File: src/rtl/dmem_port_arbiter.sv
// Shares the data memory port between the MEM-stage pipeline and a debug/loader port.
// Optional statistics counters are enabled with the DMEM_ARB_STATS_EN macro.
module dmem_port_arbiter #(
  parameter int unsigned STARVE_LIMIT = 8,
  parameter int unsigned WAIT_W       = 8
) (
  input  logic        clk,
  input  logic        rst,
  input  logic        pipe_valid,
  input  logic [15:0] pipe_addr,
  input  logic        pipe_we,
  input  logic [15:0] pipe_wdata,
  output logic [15:0] pipe_rdata,
  output logic        pipe_stall,
  input  logic        dbg_req,
  input  logic        dbg_we,
  input  logic [15:0] dbg_addr,
  input  logic [15:0] dbg_wdata,
  output logic        dbg_ack,
  output logic [15:0] dbg_rdata,
  output logic [15:0] mem_addr,
  output logic        mem_we,
  output logic [15:0] mem_wdata,
  input  logic [15:0] mem_rdata
`ifdef DMEM_ARB_STATS_EN
  ,
  output logic [15:0] stat_dbg_grants,
  output logic [15:0] stat_forced_stalls
`endif
);

  localparam int unsigned DATA_W = 16;
  localparam logic [WAIT_W-1:0] WAIT_LAST = WAIT_W'(STARVE_LIMIT - 1);
  localparam logic [WAIT_W-1:0] WAIT_MAX  = {WAIT_W{1'b1}};

  typedef enum logic [1:0] {
    ST_IDLE  = 2'd0,
    ST_STALL = 2'd1,
    ST_ACK   = 2'd2
  } state_t;

  state_t              r_state;
  state_t              w_state_next;
  logic [WAIT_W-1:0]   r_wait_cnt;
  logic [WAIT_W-1:0]   w_wait_cnt_next;
  logic                w_dbg_gnt;
  logic                r_pipe_stall;
  logic                r_dbg_ack;
  logic [DATA_W-1:0]   r_dbg_rdata;

  // Next-state, starvation counter and debug grant
  always_comb begin
    w_state_next    = r_state;
    w_wait_cnt_next = r_wait_cnt;
    w_dbg_gnt       = 1'b0;
    unique case (r_state)
      ST_IDLE: begin
        if (dbg_req && !pipe_valid) begin
          w_dbg_gnt       = 1'b1;
          w_wait_cnt_next = '0;
          w_state_next    = ST_ACK;
        end else if (dbg_req) begin
          if (r_wait_cnt != WAIT_MAX) begin
            w_wait_cnt_next = r_wait_cnt + WAIT_W'(1);
          end
          if (r_wait_cnt == WAIT_LAST) begin
            w_state_next = ST_STALL;
          end
        end else begin
          w_wait_cnt_next = '0;
        end
      end
      ST_STALL: begin
        w_dbg_gnt       = 1'b1;
        w_wait_cnt_next = '0;
        w_state_next    = ST_ACK;
      end
      ST_ACK: begin
        w_state_next = ST_IDLE;
      end
      default: begin
        w_state_next = ST_IDLE;
      end
    endcase
  end

  // Stall and ack are decoded from the next state so they line up with STALL/ACK
  always_ff @(posedge clk) begin
    if (rst) begin
      r_state      <= ST_IDLE;
      r_wait_cnt   <= '0;
      r_pipe_stall <= 1'b0;
      r_dbg_ack    <= 1'b0;
      r_dbg_rdata  <= '0;
    end else begin
      r_state      <= w_state_next;
      r_wait_cnt   <= w_wait_cnt_next;
      r_pipe_stall <= (w_state_next == ST_STALL);
      r_dbg_ack    <= (w_state_next == ST_ACK);
      if (w_dbg_gnt) begin
        r_dbg_rdata <= mem_rdata;
      end
    end
  end

  // Memory port mux; no write may escape during reset
  assign mem_addr   = w_dbg_gnt ? dbg_addr  : pipe_addr;
  assign mem_wdata  = w_dbg_gnt ? dbg_wdata : pipe_wdata;
  assign mem_we     = !rst && (w_dbg_gnt ? dbg_we : (pipe_we && pipe_valid));
  assign pipe_rdata = mem_rdata;
  assign pipe_stall = r_pipe_stall;
  assign dbg_ack    = r_dbg_ack;
  assign dbg_rdata  = r_dbg_rdata;

`ifdef DMEM_ARB_STATS_EN
  logic [15:0] r_stat_grants;
  logic [15:0] r_stat_stalls;

  // Free-running wrap-around statistics
  always_ff @(posedge clk) begin
    if (rst) begin
      r_stat_grants <= '0;
      r_stat_stalls <= '0;
    end else begin
      if (w_dbg_gnt) begin
        r_stat_grants <= r_stat_grants + 16'(1);
      end
      if (r_state == ST_STALL) begin
        r_stat_stalls <= r_stat_stalls + 16'(1);
      end
    end
  end

  assign stat_dbg_grants    = r_stat_grants;
  assign stat_forced_stalls = r_stat_stalls;
`endif

endmodule

File: config.mk
export PLATFORM = sky130hd
export DESIGN_NAME = dmem_port_arbiter
export DESIGN_NICKNAME = d
export VERILOG_FILES = /design/src/rtl/dmem_port_arbiter.sv
export SDC_FILE = /design/constraint.sdc
export NUM_CORES = 1
export LEC_CHECK = 0
export BUFFER_PORTS_ARGS = -buffer_cell sky130_fd_sc_hd__buf_2
export CELL_PAD_IN_SITES_DETAIL_PLACEMENT = 0
export CELL_PAD_IN_SITES_GLOBAL_PLACEMENT = 1
export CORE_MARGIN = 1
export CORE_UTILIZATION = 24
export CTS_BUF_LIST = sky130_fd_sc_hd__clkbuf_8
export CTS_CLUSTER_SIZE = 40
export DETAILED_ROUTE_END_ITERATION = 12
export HOLD_SLACK_MARGIN = 0.15
export PLACE_DENSITY = 0.91
export SLEW_MARGIN = 10
export SYNTH_ARGS = -nofsm -noshare
export SYNTH_HDL_FRONTEND = slang
export SYNTH_SLANG_ARGS = --single-unit
export TNS_END_PERCENT = 20
File: constraint.sdc
create_clock -name clk -period 2.8 [get_ports clk]
set_clock_uncertainty 0.15 [all_clocks]
set_input_delay 0.84 -clock clk [delete_from_list [all_inputs] [get_ports clk]]
set_output_delay 0.84 -clock clk [all_outputs]
set_load 0.05 [all_outputs]
# Yosys cells after proc, flatten, opt, wreduce, memory -nomap -nowiden
# Cells that the tools add are included.
dict set report totals {
  output_inout_bits 67
  word_cells 33
  ff_bits 28
}
dict set report op_classes {
  muxes 13
  n_addsub 1
  n_eq_ne 6
  n_reduce_logical 8
}
# op n
set ops {}
lappend ops {{16-bit 2-to-1 mux} 2}
lappend ops {{8-bit 2-to-1 mux} 3}
lappend ops {{8-bit one-hot mux with 2 select lines} 1}
lappend ops {{8-bit by 1-bit adder with 8-bit output (second input constant)} 1}
lappend ops {{8-bit by 3-bit == test with 1-bit output (second input constant)} 1}
lappend ops {{8-bit inequality test (second input constant)} 1}
lappend ops {{2-bit 2-to-1 mux} 3}
lappend ops {{2-bit by 1-bit == test with 1-bit output (second input constant)} 2}
lappend ops {{4-bit inequality test (second input constant)} 1}
lappend ops {{2-bit one-hot mux with 2 select lines} 1}
lappend ops {{1-bit logical AND} 3}
lappend ops {{2-bit == test (second input constant)} 1}
lappend ops {{1-bit logical NOT} 2}
lappend ops {{2-bit logical NOT} 1}
lappend ops {{1-bit 2-to-1 mux} 2}
lappend ops {{1-bit one-hot mux with 2 select lines} 1}
lappend ops {{2-bit AND reduction} 1}
lappend ops {{2-bit nonzero test} 1}

# Longest topological paths before layout
# Gate-level depths: netlist of the first run.
dict set report depth {
  ltp_word 6
  depth_mapped 6
  depth_no_buf 5
}

# Least setup slack after synthesis of the first run
# OpenSTA, ideal clock, no wires.
dict set report synth_path {
  kind {input port to output port}
  startpoint {in dbg_req}
  endpoint {out mem_we}
  arrival_ns 2.256
  t_required_ns 1.810
  cell_stages 5
  path_buffers 1
  slack_ns -0.446
  path_cell_list {nor2b_1 > o21ba_2 > clkbuf_1 > nand2_1 > a21oi_1}
}
dict set report synth_between {
  elab_chain_len 5
}
# element line_no
set synth_lines {}
lappend synth_lines {{start, declared} 15} ;# input logic dbg_req,
lappend synth_lines {{1-bit logical AND} 58} ;# if (dbg_req && !pipe_valid) begin
lappend synth_lines {{1-bit 2-to-1 mux} 58}
lappend synth_lines {{1-bit one-hot mux with 2 select lines} 56} ;# unique case (r_state)
lappend synth_lines {{1-bit 2-to-1 mux} 109} ;# assign mem_we = !rst && (w_dbg_gnt ? dbg_we : (pipe_we && pipe_valid));
lappend synth_lines {{1-bit logical AND} 109}
lappend synth_lines {{end, declared} 22} ;# output logic mem_we,
# Every way passes these cells.

# Worst setup path in the final report of the first run
dict set report layout_path {
  startpoint {in dbg_req}
  endpoint {out mem_addr[4]}
}
dict set report layout_between {
  elab_chain_len 4
}
# element line_no
set layout_lines {}
lappend layout_lines {{1-bit logical AND} 58}
lappend layout_lines {{1-bit 2-to-1 mux} 58}
lappend layout_lines {{1-bit one-hot mux with 2 select lines} 56}
lappend layout_lines {{16-bit 2-to-1 mux} 107} ;# assign mem_addr = w_dbg_gnt ? dbg_addr : pipe_addr;
lappend layout_lines {{end, declared} 21} ;# output logic [15:0] mem_addr,
# Every way passes these cells.

==> impl_metrics.tcl, run 1 <==
set metrics [dict create \
    clk_pin_slew_ns 0.10 \
    cts_root_buf "clkbuf_8" \
    synthCells 258 \
    irDropWorstVdd_v 0.0001757 \
    drive_above_1_share_pct 55.97 \
    end_kind "primary output" \
    holdCritStartpoint "dbg_rdata[2]$_SDFFE_PP0P_" \
    layout_common_cells "118 x buf_2, 91 x nand2_1, 28 x dfxtp_1" \
    grt_max_degree 35 \
    die_y_um 85.65 \
    startpoint_type "primary input" \
    met1_usage_pct 15.29 \
    vias_per_cell 4.460 \
    setup_viol 32 \
    remaining_drc_errors 0 \
    final.setup.worst_slack_ns -0.1118 \
    place_area_sq_um 2561 \
    cts_sinks 28 \
    hold_class "reg -> reg" \
    diodes 0 \
    tightest_slew_ns 0.4142 \
    gp_congestion 0.7862 \
    die_area_sq_um 7335 \
    syn2layout_area_growth_pct 95.75 \
    synthArstFlopShare_pct 0 \
    violations "setup timing" \
    antenna_found_initial 0 \
    synth_cell_types 38 \
    cp.arrival_ns 1.92 \
    reg2reg_slack_ns 0.88 \
    numCtsBuffers 3 \
    clk_latency_ns 0.28 \
    dp_hpwl_um 3870 \
    avgSynthCellArea_sq_um 6.508 \
    netlist_area_sq_um 1679 \
    grt_pass1_vias 1757 \
    power_uw 1374 \
    routedWlPerCell_um 12.53 \
    yosysSeqAreaShare_pct 33.38 \
    start_util_pct 24.71 \
    grt_pass1_wl_um 7838 \
    final-hold-violation-count 0 \
    tritoncts "done" \
    die_w_um 85.65 \
    maxCapViolations 0 \
    fmax_mhz 343.4 \
    synth_warnings 0 \
    gr-usage-met2_pct 23.85 \
    cts.path.max_buffers 2 \
    final_max_slew_viol_count 0 \
    num-nets-final 490 \
    worst_hold_slack_ns 0.3053 \
    synth-edff-count 0 \
    use_met3_pct 3.080 \
    synthFlopType "dfxtp_1" \
    critPathKind "in -> out" \
    io_buffers 152 \
    rows 30 \
    io_pins 153 \
    fin_crit_sh_pct 104.0 \
    grt_usage_pct 12.96 \
    grt_overflow 0 \
    p_leak_uw 0.001643 \
    ys_ff_latch 28 \
    timing.rr.start "r_wait_cnt[0]$_SDFFE_PP0P_" \
    firstDrtPassIters 4 \
    worstSetupStartpoint "dbg_req" \
    rsz0062_at_grt "yes" \
    final_cell_area_sq_um 3287 \
    syn_nets 345 \
    final_antenna_net_count 0 \
    final_common_cell "buf_2" \
    required_ns 1.81 \
    pwr_density_cell_nw_per_um2 417.9 \
    core_sq_um 6794 \
    vias 2221 \
    path_max_fanout 5 \
    routed_wl_um 6242 \
    min_period_ns 2.912 \
    busiest_layer "met2" \
    outcome "finished, violations left" \
    h-tree-depth 1 \
    drt_iter0_drc 45 \
    relSlewSlack_pct 72.35 \
]
power breakdown:
group          total (uW)  switching (uW)  internal, uW
clock                 322             130           192
combinational         634             390           244
sequential            417            6.77           411
path summary, 6_finish.rpt:
kind                                                   end  cells past startpoint
worst min-delay path             dbg_rdata[2]$_SDFFE_PP0P_                      2
worst max register to register  r_wait_cnt[1]$_SDFFE_PP0P_                      5
worst max-delay path                           mem_addr[4]                      9
worst min register to register   dbg_rdata[2]$_SDFFE_PP0P_                      2
area by class of cell:
| class | instances | area, sq um |
|---|---|---|
| inverters | 1 | 3.754 |
| flip-flops and latches | 28 | 560.5 |
| repair buffers | 170 | 1326 |
| clock inverters | 1 | 30.03 |
| fillers | 669 | 3507 |
| multi-input cells | 199 | 1205 |
| clock buffers | 3 | 41.29 |
| well taps | 96 | 120.1 |
cells in the mapped netlist, drive strengths merged (2+ instances only):
| library cell | n | area (sq um) |
|---|---|---|
| a31oi | 2 | 12.51 |
| and4 | 4 | 37.54 |
| a21oi | 22 | 110.1 |
| nand4b | 2 | 17.52 |
| dfxtp | 28 | 560.5 |
| nand2 | 135 | 506.7 |
| and3 | 2 | 12.51 |
| clkbuf | 10 | 37.54 |
| buf | 20 | 143.9 |
| nor2b | 2 | 12.51 |
| nor2 | 7 | 26.28 |
| and2 | 2 | 12.51 |
| o21ai | 2 | 10.00 |
registers in the layout (all words and copies together) (netlist names):
name / cells
dbg_ack: 1
dbg_rdata: 16
pipe_stall: 1
r_state: 2
r_wait_cnt: 8
metal layers:
metal / share of wire [%] / wire length [um]
met5: 0 / 0
met4: 1.5 / 95
met3: 5.1 / 321
met2: 52 / 3274
met1: 41 / 2551
worst max-delay path, stage by stage:
cell and delay [ns]:
buf_6 0.09, nor2b_4 0.12, buf_6 0.11, o21bai_4 0.17
buf_6 0.16, buf_12 0.13, nand2_2 0.06, nand2_2 0.08
buf_8 0.15
timing repair:
item,CTS,global route
hold buffers,0,0
endpoints found under the setup margin,33,33
buffers inserted,0,3
cloned,0,4
pin swaps,0,49
resized for setup,49,105
stage by stage:
step,utilization [%],TNS (ns),worst slack [ns],cells
after floorplan,-,-2.189,-0.1011,258
after global placement,37.70,-3.683,-0.1350,487
after detailed placement,37.70,-4.293,-0.1618,487
after CTS,40.83,-2.089,-0.08444,491
after global routing,48.38,-4.651,-0.1712,498
final,48.38,-2.712,-0.1118,498
logic make-up (layout without fill, tap and decap cells):
| family | Yosys count | in the layout | synth area share, % |
|---|---|---|---|
| simple gates | 162 | 162 | 41.51 |
| fa+ha+maj | 1 | 1 | 0.7450 |
| buf+inv | 31 | 175 | 11.03 |
| mux | 1 | 1 | 0.5961 |
| flops | 28 | 28 | 33.38 |
| compound gates | 35 | 35 | 12.74 |
No activity file was read; power rests on OpenSTA's default activity.
==> inputs of run 2 (changes only) <==
--- a/config.mk
+++ b/config.mk
@@ -15,6 +15,7 @@
 export DETAILED_ROUTE_END_ITERATION = 12
 export HOLD_SLACK_MARGIN = 0.15
 export PLACE_DENSITY = 0.91
+export SETUP_SLACK_MARGIN = 0.02
 export SLEW_MARGIN = 10
 export SYNTH_ARGS = -nofsm -noshare
 export SYNTH_HDL_FRONTEND = slang
==> impl_metrics.tcl, run 2 (synthesized netlist as in run 1, its figures left out) <==
set metrics [dict create \
    cts.path.max_buffers 2 \
    final_antenna_net_count 0 \
    tritoncts "done" \
    final_common_cell "buf_2" \
    core_sq_um 6794 \
    critPathKind "in -> out" \
    vias 2177 \
    routedWlPerCell_um 12.21 \
    antenna_found_initial 0 \
    p_leak_uw 0.001618 \
    preCtsSetupSlack_ns -0.1887 \
    rows 30 \
    die_y_um 85.65 \
    setup_viol 32 \
    power_uw 1370 \
    final.setup.worst_slack_ns -0.09490 \
    reg2regPathDepth 5 \
    relSlewSlack_pct 72.92 \
    hold_class "reg -> reg" \
    io_buffers 152 \
    drt_iter0_drc 71 \
    largest_register_ff_count 16 \
    reg2reg_slack_ns 0.89 \
    pwr_density_cell_nw_per_um2 422.9 \
    post-route-util_pct 47.70 \
    slowest_delay_ns 0.17 \
    violations "setup timing" \
    path_max_fanout 8 \
    grt_usage_pct 14.02 \
    cts_root_buf "clkbuf_8" \
    rsz0062_at_grt "yes" \
    worst_hold_slack_ns 0.3063 \
    remaining_drc_errors 0 \
    startpoint_type "primary input" \
    holdCritStartpoint "dbg_rdata[4]$_SDFFE_PP0P_" \
    cp_cell_sequence "buf_6 -> nor2b_4 -> buf_6 -> o21bai_4 -> buf_12 -> clkbuf_16 -> nand2_4 -> nand2_4 -> buf_8" \
    h-tree-depth 1 \
    fin_crit_sh_pct 103.4 \
    fmax_mhz 345.4 \
    die_w_um 85.65 \
    maxCapViolations 0 \
    timing.rr.start "r_wait_cnt[0]$_SDFFE_PP0P_" \
    io_pins 153 \
    syn2layout_area_growth_pct 93.00 \
    min_period_ns 2.895 \
    final_cell_area_sq_um 3241 \
    critical-path-top-delay-family "buffers and inverters" \
    firstDrtPassIters 4 \
    hold_end "dbg_rdata[4]$_SDFFE_PP0P_" \
    required_ns 1.81 \
    clk_pin_slew_ns 0.10 \
    diodes 0 \
    start_util_pct 24.71 \
    end_kind "primary output" \
    irDropWorstVdd_v 0.0001704 \
    clk_latency_ns 0.28 \
    numCtsBuffers 3 \
    worstPathBufferInverterCount 5 \
    routed_wl_um 6104 \
    drive_above_1_share_pct 57.67 \
    num-nets-final 492 \
    gp_congestion 0.8261 \
    tightest_slew_ns 0.4056 \
    cts_sinks 28 \
    r2r_end "r_wait_cnt[1]$_SDFFE_PP0P_" \
    place_area_sq_um 2589 \
    die_area_sq_um 7335 \
    outcome "finished, violations left" \
    grt_pass1_vias 1870 \
    final_max_slew_viol_count 0 \
    holdPathStages 2 \
    grt_overflow 0 \
    vias_per_cell 4.354 \
    grt_max_degree 37 \
    cp.arrival_ns 1.90 \
    slowest_stage "clkbuf_16" \
    grt_pass1_wl_um 8369 \
    layout_common_cells "118 x buf_2, 85 x nand2_1, 42 x nand2_2" \
    final-hold-violation-count 0 \
    dp_hpwl_um 4015 \
]
==> run 2: worst register-to-register path: stages, from the launching register on <==
cell and delay, ns:
dfxtp_1 0.35, ha_1 0.24, and4_4 0.22, a31o_4 0.27
or4b_1 0.46, a21oi_1 0.16
==> run 2: timing repair <==
item / 4_1_cts / 5_1_grt
endpoints found under the hold margin: 0 / 0
endpoints found under the setup margin: 33 / 33
pin swaps: 0 / 28
buffers inserted: 0 / 3
hold buffers: 0 / 0
cloned: 0 / 6
gates resized for setup: 92 / 38
==> run 2: cell type report <==
| class | count | area (sq um) |
|---|---|---|
| Fill cell | 659 | 3553 |
| Timing Repair Buffer | 172 | 1350 |
| Multi-Input combinational cell | 199 | 1135 |
| Sequential cell | 28 | 560.5 |
| Tap cell | 96 | 120.1 |
| Clock buffer | 3 | 41.29 |
| Clock inverter | 1 | 30.03 |
| Inverter | 1 | 3.754 |
==> run 2: power by group <==
group	switching (uW)	total [uW]	internal, uW
Combinational	382	629	247
Clock	133	324	192
Sequential	6.88	417	411
Total	522	1370	849
==> run 2: worst max-delay path by stage <==
stage / end / start / cells past startpoint
after CTS: mem_wdata[9] / dbg_req / 8
after global placement: mem_addr[7] / dbg_req / 8
after detailed placement: mem_wdata[9] / dbg_req / 8
after floorplan: mem_wdata[10] / dbg_req / 5
final: mem_addr[12] / dbg_req / 9
after global routing: mem_addr[6] / dbg_req / 9
==> run 2: per-layer routing <==
metal,vias up,part of all wire [%],GRT usage (%)
met5,-,0,0
met4,0,0.44,1.364
met3,4,4.9,2.984
met2,90,51,25.89
met1,971,44,17.24
li1,1112,-,-
==> run 2: stage by stage <==
stage / cells / TNS [ns]
global route: 500 / -3.602
global placement: 487 / -5.003
CTS: 491 / -2.896
detailed placement: 487 / -5.739
floorplan: 258 / 0
finish: 500 / -2.295
==> inputs of run 3 (changes only) <==
--- a/config.mk
+++ b/config.mk
@@ -9,12 +9,12 @@
 export CELL_PAD_IN_SITES_DETAIL_PLACEMENT = 0
 export CELL_PAD_IN_SITES_GLOBAL_PLACEMENT = 1
 export CORE_MARGIN = 1
-export CORE_UTILIZATION = 24
+export CORE_UTILIZATION = 21
 export CTS_BUF_LIST = sky130_fd_sc_hd__clkbuf_8
 export CTS_CLUSTER_SIZE = 40
 export DETAILED_ROUTE_END_ITERATION = 12
 export HOLD_SLACK_MARGIN = 0.15
-export PLACE_DENSITY = 0.91
+export PLACE_DENSITY = 0.85
 export SETUP_SLACK_MARGIN = 0.02
 export SLEW_MARGIN = 10
 export SYNTH_ARGS = -nofsm -noshare
==> constraint.sdc (replaced) <==
create_clock -name clk -period 2.4 [get_ports clk]
set_clock_uncertainty 0.15 [all_clocks]
set_input_delay 0.72 -clock clk [delete_from_list [all_inputs] [get_ports clk]]
set_output_delay 0.72 -clock clk [all_outputs]
set_load 0.05 [all_outputs]
==> impl_metrics.tcl, run 3 (synthesized netlist as in run 1, its figures left out) <==
set metrics [dict create \
    outcome "finished, violations left" \
    violations "setup timing" \
    path_max_fanout 19 \
    setup_viol 33 \
    pwr_density_cell_nw_per_um2 468.4 \
    final-hold-violation-count 0 \
    antenna_found_initial 0 \
    final_antenna_net_count 0 \
    final_common_cell "buf_2" \
    drive_above_1_share_pct 55.67 \
    irDropWorstVdd_v 0.0002649 \
    core_sq_um 7727 \
    tritoncts "done" \
    cp.arrival_ns 1.68 \
    vias 2163 \
    dp_cells 495 \
    slowest_delay_ns 0.24 \
    clk_latency_ns 0.27 \
    largest_register_ff_count 16 \
    combPwrFrac_pct 48.6 \
    cts.path.max_buffers 2 \
    layout_common_cells "117 x buf_2, 90 x nand2_1, 33 x nand2_4, 33 x buf_8, 28 x dfxtp_1" \
    end_kind "primary output" \
    cts_sinks 28 \
    rsz0062_at_grt "yes" \
    maxCapViolations 0 \
    post-route-util_pct 42.00 \
    io_buffers 152 \
    h-tree-depth 1 \
    grt_max_degree 28 \
    gp_congestion 0.8338 \
    p_leak_uw 0.001596 \
    routedWlPerCell_um 11.66 \
    cts_root_buf "clkbuf_8" \
    die_w_um 91.42 \
    drt_iter0_drc 39 \
    die_area_sq_um 8358 \
    cts-hold-fix-buffers 0 \
    routed_wl_um 5819 \
    io_pins 153 \
    clk_pin_slew_ns 0.10 \
    startpoint_type "primary input" \
    tightest_slew_ns 0.3320 \
    worst_hold_slack_ns 0.3062 \
    fin_crit_sh_pct 106.1 \
    swShare_pct 40.14 \
    min_period_ns 2.546 \
    slowest_stage "o21ba_4" \
    die_y_um 91.42 \
    final.setup.worst_slack_ns -0.1456 \
    layout.cells.non_filler 499 \
    required_ns 1.53 \
    numCtsBuffers 3 \
    critical-path-top-delay-family "buffers and inverters" \
    fmax_mhz 392.8 \
    remaining_drc_errors 0 \
    grt_pass1_wl_um 9177 \
    num-nets-final 485 \
    syn2layout_area_growth_pct 93.29 \
    final_max_slew_viol_count 0 \
    cp_cell_sequence "buf_6 -> nor2b_4 -> o21ba_4 -> buf_12 -> nand2_1 -> nand2_4 -> buf_8" \
    rows 32 \
    firstDrtPassIters 4 \
    dp_hpwl_um 4299 \
    relSlewSlack_pct 77.66 \
    critPathKind "in -> out" \
    diodes 0 \
    vias_per_cell 4.335 \
    worstPathBufferInverterCount 3 \
    grt_usage_pct 13.65 \
    net-switching-power_uw 610.2 \
    hold_class "reg -> reg" \
    grt_pass1_vias 1997 \
    internal_power_uw 910.1 \
    p_seq_share_pct 32.0 \
    clockPowerShare_pct 19.4 \
    start_util_pct 21.73 \
    grt_overflow 0 \
]
[run 3: cell count changes in the layout (fill, tap and decap cells not counted), sizes merged]
cell    delta
bufinv     -1
clkbuf     -2
buf        -4
[run 3: what timing repair did]
item | in CTS | in global routing
setup buffers | 0 | 0
setup endpoints to repair | 33 | 33
pin swaps | 1 | 0
resized for setup | 98 | 6
[run 3: layer usage]
| layer | GRT usage, % | routed length [um] |
|---|---|---|
| met5 | 0 | 0 |
| met1 | 16.07 | 2347 |
| met3 | 2.764 | 338 |
| met4 | 4.233 | 86 |
| met2 | 24.62 | 3046 |
[run 3: per-stage QoR]
| stage | power [uW] | worst slack [ns] | area, sq um | setup TNS [ns] |
|---|---|---|---|---|
| after floorplan | 958.0 | -0.009549 | 2018 | -0.2847 |
| after global placement | 1116 | -0.2707 | 2843 | -7.654 |
| after detailed placement | 1120 | -0.2920 | 2843 | -8.008 |
| after CTS | 1539 | -0.1833 | 3224 | -4.798 |
| after global routing | 1602 | -0.1875 | 3246 | -5.103 |
| final | 1520 | -0.1456 | 3246 | -3.627 |
[run 3: area by class of cell]
type                    count  area, sq um
flip-flops and latches     28        560.5
inverters                   1        3.754
multi-input cells         199         1247
clock buffers               4        55.05
repair buffers            165         1251
well taps                 102        127.6
fillers                   791         4482
[run 3: power by group through the flow]
stage	clock network, uW	logic (uW)	registers, uW
6_report	295	739	486
5_1_grt	337	776	489
4_1_cts	315	738	486
3_5_place_dp	0	623	497
3_3_place_gp	0	619	497
2_1_floorplan	0	415	543
[run 3: worst paths after layout]
path / start / endpoint / slack, ns / cells past startpoint
min: dbg_rdata[8]$_SDFFE_PP0P_ / dbg_rdata[8]$_SDFFE_PP0P_ / 0.31 / 2
max: dbg_req / mem_wdata[3] / -0.15 / 7
min reg2reg: dbg_rdata[8]$_SDFFE_PP0P_ / dbg_rdata[8]$_SDFFE_PP0P_ / 0.31 / 2
max reg2reg: r_wait_cnt[0]$_SDFFE_PP0P_ / r_wait_cnt[1]$_SDFFE_PP0P_ / 0.49 / 5
[run 3: worst register-to-register path: stages, from the launching register on]
cell and delay [ns]:
dfxtp_1 0.35, ha_1 0.25, and4_4 0.23, a31o_4 0.27, or4b_1 0.46, a21oi_1 0.15
